$ cat config.mk
export PLATFORM = sky130hd
export DESIGN_NAME = angular_pred_scheduler
export DESIGN_NICKNAME = d
export VERILOG_FILES = /design/src/rtl/angular_pkg.sv /design/src/rtl/angular_pred_scheduler.sv
export SDC_FILE = /design/constraint.sdc
export NUM_CORES = 1
export LEC_CHECK = 0
export ABC_AREA = 1
export BUFFER_PORTS_ARGS = -buffer_cell sky130_fd_sc_hd__buf_2
export CORE_MARGIN = 4
export CORE_UTILIZATION = 52
export DETAILED_ROUTE_END_ITERATION = 7
export GPL_TIMING_DRIVEN = 0
export PLACE_DENSITY = 0.76
export SLEW_MARGIN = 20
export SYNTH_ARGS = -nofsm -noshare
export SYNTH_HDL_FRONTEND = slang
export SYNTH_SLANG_ARGS = --single-unit
$ cat constraint.sdc
create_clock -name clk -period 2 [get_ports clk]
set_clock_uncertainty 0.15 [all_clocks]
set_input_delay 0.2 -clock clk [delete_from_list [all_inputs] [get_ports clk]]
set_output_delay 0.2 -clock clk [all_outputs]
set_load 0.01 [all_outputs]
$ cat src/rtl/angular_pkg.sv
// Shared types and constants for the angular prediction sequencer.
package angular_pkg;

  localparam int unsigned MAX_LOG2  = 5;
  localparam int unsigned ANGLE_W   = 7;
  localparam int unsigned POS_W     = 12;
  localparam int unsigned IDX_W     = 8;
  localparam int unsigned FRAC_BITS = 5;
  localparam int          ANGLE_MAX = 32;

  typedef enum logic [1:0] {
    IDLE,
    ROW_SETUP,
    ISSUE,
    DONE
  } state_t;

  typedef struct packed {
    logic signed [IDX_W-1:0]  ref_idx;
    logic [FRAC_BITS-1:0]     fact;
    logic                     int_only;
    logic [MAX_LOG2-1:0]      x;
    logic [MAX_LOG2-1:0]      y;
    logic                     last;
  } job_t;

endpackage

$ cat src/rtl/angular_pred_scheduler.sv
// Raster-order job sequencer for the shared 4-tap angular interpolation datapath:
// derives base reference index and fractional phase per output sample.
module angular_pred_scheduler
  import angular_pkg::*;
(
  input  logic                     clk,
  input  logic                     rst_n,
  input  logic                     start_i,
  input  logic signed [ANGLE_W-1:0] angle_i,
  input  logic [2:0]               width_log2_i,
  input  logic [2:0]               height_log2_i,
  output logic                     busy_o,
  output logic                     done_o,
  output logic                     issue_valid_o,
  input  logic                     issue_ready_i,
  output logic signed [IDX_W-1:0]  ref_idx_o,
  output logic [FRAC_BITS-1:0]     fact_o,
  output logic                     int_only_o,
  output logic [MAX_LOG2-1:0]      x_o,
  output logic [MAX_LOG2-1:0]      y_o,
  output logic                     last_o
);

  localparam logic signed [ANGLE_W-1:0] ANG_HI = ANGLE_W'(ANGLE_MAX);
  localparam logic signed [ANGLE_W-1:0] ANG_LO = ANGLE_W'(-ANGLE_MAX);

  state_t                     state;
  logic signed [ANGLE_W-1:0]  angle_q;
  logic [2:0]                 wl2_q;
  logic [2:0]                 hl2_q;
  logic signed [POS_W-1:0]    pos_q;
  logic [MAX_LOG2-1:0]        x_q;
  logic [MAX_LOG2-1:0]        y_q;
  logic signed [IDX_W-1:0]    ref_idx_q;
  logic [FRAC_BITS-1:0]       fact_q;
  logic                       valid_q;
  logic                       busy_q;
  logic                       done_q;

  logic signed [ANGLE_W-1:0]  angle_sat;
  logic signed [POS_W-1:0]    pos_nxt;
  logic [MAX_LOG2-1:0]        x_last;
  logic [MAX_LOG2-1:0]        y_last;
  job_t                       job_c;

  function automatic logic [2:0] clamp_log2(input logic [2:0] v);
    if (v < 3'd2)      return 3'd2;
    else if (v > 3'd5) return 3'd5;
    else               return v;
  endfunction

  always_comb begin
    angle_sat = angle_i;
    if (angle_i > ANG_HI)      angle_sat = ANG_HI;
    else if (angle_i < ANG_LO) angle_sat = ANG_LO;
  end

  // (y+1)*angle built by accumulation, one add per row
  assign pos_nxt = pos_q + POS_W'(angle_q);
  assign x_last  = MAX_LOG2'((1 << wl2_q) - 1);
  assign y_last  = MAX_LOG2'((1 << hl2_q) - 1);

  always_ff @(posedge clk) begin
    if (!rst_n) begin
      state     <= IDLE;
      angle_q   <= '0;
      wl2_q     <= '0;
      hl2_q     <= '0;
      pos_q     <= '0;
      x_q       <= '0;
      y_q       <= '0;
      ref_idx_q <= '0;
      fact_q    <= '0;
      valid_q   <= 1'b0;
      busy_q    <= 1'b0;
      done_q    <= 1'b0;
    end else begin
      case (state)
        IDLE: begin
          if (start_i) begin
            angle_q <= angle_sat;
            wl2_q   <= clamp_log2(width_log2_i);
            hl2_q   <= clamp_log2(height_log2_i);
            pos_q   <= '0;
            x_q     <= '0;
            y_q     <= '0;
            busy_q  <= 1'b1;
            state   <= ROW_SETUP;
          end
        end
        ROW_SETUP: begin
          pos_q     <= pos_nxt;
          x_q       <= '0;
          ref_idx_q <= IDX_W'(pos_nxt >>> FRAC_BITS);
          fact_q    <= pos_nxt[FRAC_BITS-1:0];
          valid_q   <= 1'b1;
          state     <= ISSUE;
        end
        ISSUE: begin
          // Everything holds while the datapath stalls
          if (valid_q && issue_ready_i) begin
            if (x_q < x_last) begin
              x_q       <= x_q + MAX_LOG2'(1);
              ref_idx_q <= ref_idx_q + IDX_W'(1);
            end else if (y_q < y_last) begin
              y_q     <= y_q + MAX_LOG2'(1);
              valid_q <= 1'b0;
              state   <= ROW_SETUP;
            end else begin
              valid_q <= 1'b0;
              done_q  <= 1'b1;
              state   <= DONE;
            end
          end
        end
        DONE: begin
          done_q <= 1'b0;
          busy_q <= 1'b0;
          state  <= IDLE;
        end
        default: state <= IDLE;
      endcase
    end
  end

  always_comb begin
    job_c          = '0;
    job_c.ref_idx  = ref_idx_q;
    job_c.fact     = fact_q;
    job_c.int_only = valid_q && (fact_q == '0);
    job_c.x        = x_q;
    job_c.y        = y_q;
    job_c.last     = valid_q && (x_q == x_last) && (y_q == y_last);
  end

  assign busy_o        = busy_q;
  assign done_o        = done_q;
  assign issue_valid_o = valid_q;
  assign ref_idx_o     = job_c.ref_idx;
  assign fact_o        = job_c.fact;
  assign int_only_o    = job_c.int_only;
  assign x_o           = job_c.x;
  assign y_o           = job_c.y;
  assign last_o        = job_c.last;

endmodule

==> impl_summary.md <==
Outcome
The run finished with clean final reports.

Die
The area of the die is 7530 um^2. The number of core rows is 28. 45 I/O pins were placed. The chip width is 86.8 um. The core region area is 5960 um^2. The die is 86.8 um tall. The effective utilization at floorplan is 54.2%.

Synthesis
The synthesized netlist contains 41 unique library cells. After synthesis, the mean cell area works out to 6.88 um^2. The dominant synthesized flop cell is sky130_fd_sc_hd__dfxtp_1. sky130_fd_sc_hd__dfxtp_1 takes more of the synthesized area than any other cell. The net count after synthesis is 511.

The area share of the largest cell type after synthesis is 32.9%. The sequential area share after synthesis is 32.9%. The total of flip-flops plus latches after synthesis is 53. By count the netlist is led by 123 x sky130_fd_sc_hd__nand2_1, 58 x sky130_fd_sc_hd__nor2_1, 53 x sky130_fd_sc_hd__dfxtp_1. In this run the cell area of the synthesized design comes to 3230 um^2. Yosys instantiated no cell more often than sky130_fd_sc_hd__nand2_1.

The count of synthesis-stage warnings from yosys is 0. The cell count after synthesis came out at 469. Ranked by total cell area, the synthesized netlist is headed by sky130_fd_sc_hd__dfxtp_1 33%, sky130_fd_sc_hd__nand2_1 14%, sky130_fd_sc_hd__ha_1 9.3%. Of all flip-flops after synthesis, the portion carrying an async set or reset was 0%. The synthesized design contains 0 enable-type register cells.

Critical path
The worst setup path is launched from a flip-flop. STA classifies the critical path endpoint as an output pin. The data arrival time of the critical path is 1.60 ns. Tracing the worst setup path back leads to its startpoint at hl2_q[0]. The critical path goes through a21oi_2 -> ha_1 -> nand2_2 -> nor2_4 -> nand4_1 -> nor3_1 -> buf_2.

The largest stage delay on the critical path is 0.38 ns. The worst setup path is of the reg -> out kind. At the worst endpoint, the required time is 1.65 ns. In this run the critical register-to-register path is launched from wl2_q[1]. The maximum net fanout on the critical path is 4. The slowest cell on the critical path is sky130_fd_sc_hd__dfxtp_4.

Cells and area
The layout filler cell count is 528. For this run, the number of standard cells in the final layout without fillers is 599. The share of layout cells above drive strength 1 is 23.1%. The area growth from synthesis to layout is 20.6%. The multi-input logic area is 2120 um^2. The final-stage net count is 565.

The sequential cell area is 1080 um^2. The number of diodes added for antenna fixing is 0.

STA
Setup repair after global routing could not meet its margin everywhere. Setup violations remaining at the end of the flow were counted as 0. The count of endpoints failing hold in the final timing report is 0. The worst slew margin relative to its limit is 55.1%. The count of pins over their slew limit is 0.

The final critical path time including I/O delays and setup is 1.95 ns. The maximum clock frequency is 514 MHz. At the pin with the least slew margin, the transition time is 0.673 ns. In the finished design, the share of the clock period the worst path needs comes to 97.3%. Adding up every negative setup slack in the final design gives 0 ns.

Clocking
Clock-pin slew was measured on the worst setup and hold paths at 0.10 ns. Clock tree synthesis found a total of 53 sinks. The maximum level of the CTS H-tree is 2. The clock passes through at most 2 buffers.

The CTS buffer count is 5. The root buffer cell chosen for the clock tree is sky130_fd_sc_hd__clkbuf_8. The clock insertion delay at the later pin of the skew report is 0.31 ns.

The TritonCTS clock tree is built.

Drt
The iteration count of the initial detailed-routing pass is 4. The number of remaining DRC errors is 0. The final wirelength is 8200 um. The detail route stage leaves a number of antenna-violating nets equal to 0. The routed wire length per instance is 13.7 um.

The average vias per placed instance is 5.44. The number of DRC markers in iteration 0 is 151. The total via count after detailed routing is 3261.

Power and ir drop
The ratio of total power to cell area is 1130 nW/um^2. IR analysis of the VDD net gives a maximum drop of 0.575 mV. In this run the static leakage power is 1.82 nW.

Hold path
The start point of the worst hold path is angle_i[2]. The class of the worst hold path is in -> reg.

Placed design
The routability congestion estimate from global placement is 0.877. The number of cells after detailed placement is 587. The half-perimeter wire length of the detailed placement result is 6080 um.

The number of buffers inserted by port buffering is 43.

Flow run
The number of max-capacitance violations reported is 0.

Global route
The aggregate global routing overflow is 0. The first global-routing pass estimated 13400 um of wire. The number of global-route vias before repair is 2922. Entering global routing, the biggest net connects 17 pins. The number of antenna violations at the first check in global routing is 0. The aggregate global-route resource usage is 22.3%.
## path summary, 6_finish.rpt
| path | end | slack, ns | cells after the start |
|---|---|---|---|
| worst min register to register | busy_o | 0.32 | 2 |
| worst max register to register | y_o[1] | 0.09 | 10 |
| worst max-delay path | last_o | 0.05 | 7 |
| worst min-delay path | angle_q[2] | 0.006 | 3 |
## registers in the layout, summed over array words and instances (netlist names)
register,flops
pos_q,12
ref_idx_o,8
angle_q,7
fact_o,5
x_o,5
y_o,5
hl2_q,3
wl2_q,3
state,2
busy_o,1
done_o,1
issue_valid_o,1
## cell usage in the layout, fill, tap and decap left out, types with 3 or more instances in the layout
cell type,instances
sky130_fd_sc_hd__a21oi_2,10
sky130_fd_sc_hd__nor2_2,4
sky130_fd_sc_hd__o21bai_1,3
sky130_fd_sc_hd__nand2_2,9
sky130_fd_sc_hd__nor2_4,3
sky130_fd_sc_hd__o21ai_1,4
sky130_fd_sc_hd__o21ai_2,4
sky130_fd_sc_hd__nand4_1,10
sky130_fd_sc_hd__nand3_1,28
sky130_fd_sc_hd__xor2_1,9
sky130_fd_sc_hd__o21ai_0,10
sky130_fd_sc_hd__ha_1,22
sky130_fd_sc_hd__nor2_1,54
sky130_fd_sc_hd__dfxtp_4,4
sky130_fd_sc_hd__inv_1,39
sky130_fd_sc_hd__dfxtp_2,6
sky130_fd_sc_hd__buf_4,4
sky130_fd_sc_hd__dfxtp_1,43
sky130_fd_sc_hd__clkbuf_8,5
sky130_fd_sc_hd__a21oi_1,44
sky130_fd_sc_hd__nor3_1,3
sky130_fd_sc_hd__nand2_1,114
sky130_fd_sc_hd__inv_2,3
sky130_fd_sc_hd__nand3_4,3
sky130_fd_sc_hd__buf_2,47
sky130_fd_sc_hd__nand2_4,4
sky130_fd_sc_hd__clkbuf_1,5
## through the flow
stage | setup WS (ns) | hold slack (ns) | area (um^2) | utilization, % | power [mW]
floorplan | 0.0275 | 0.205 | 3230 | - | 2.74
global placement | -0.170 | 0.307 | 3540 | 59.4 | 3.18
detailed placement | -0.212 | 0.306 | 3540 | 59.4 | 3.23
CTS | 0.0101 | 0.00494 | 3720 | 62.5 | 4.15
global route | -0.0903 | 0.0135 | 3890 | 65.3 | 4.76
finish | 0.0541 | 0.00596 | 3890 | 65.3 | 4.41
## routing by layer
| layer | share of wire (%) | vias up | wire, um | track usage [%] |
|---|---|---|---|---|
| met3 | 6.2 | 8 | 510 | 3.80 |
| met4 | 1.2 | 0 | 100 | 6.66 |
| met2 | 47 | 100 | 3890 | 37.2 |
| li1 | - | 1661 | - | - |
| met1 | 45 | 1492 | 3700 | 29.5 |
| met5 | 0 | - | 0 | 0 |
## layout make-up
type,instances,area share [%]
multi-input combinational,362,54.4
sequential,53,27.8
timing repair buffer,46,6.11
inverter,45,4.60
tap,75,2.41
clock buffer,5,1.77
clock inverter,3,1.67
buffer,10,1.19
## worst max-delay path: cells and delay by family, from the launching register on
family          cells  cell delay, ns
fa+ha+maj           1            0.29
simple gates        4            0.42
compound gates      1            0.06
buf+inv             1            0.15
flops               1            0.38
## power by group
group,switching (mW),internal (mW),leakage [nW]
Combinational,1.30,0.742,1.31
Sequential,0.225,1.27,0.437
Clock,0.379,0.498,0.0681
Total,1.90,2.51,1.82
## what timing repair did
action	in CTS	in global routing
buffers inserted	3	0
hold buffers	0	0
setup endpoints to repair	14	27
pin swaps	4	20
gates cloned	0	1
gates resized for setup	13	51
## logic make-up (layout without fill, tap and decap cells)
| family | Yosys count | count (layout) | synth area share [%] |
|---|---|---|---|
| AOI/OAI and AO/OA | 84 | 84 | 14.7 |
| xor gates and xnor gates | 11 | 11 | 2.99 |
| adders and majority gates | 25 | 25 | 9.93 |
| buffers and inverters | 55 | 109 | 6.75 |
| DFF | 53 | 53 | 32.9 |
| and+or+nand+nor | 241 | 242 | 32.8 |
Power figures use the tool's default switching activity.
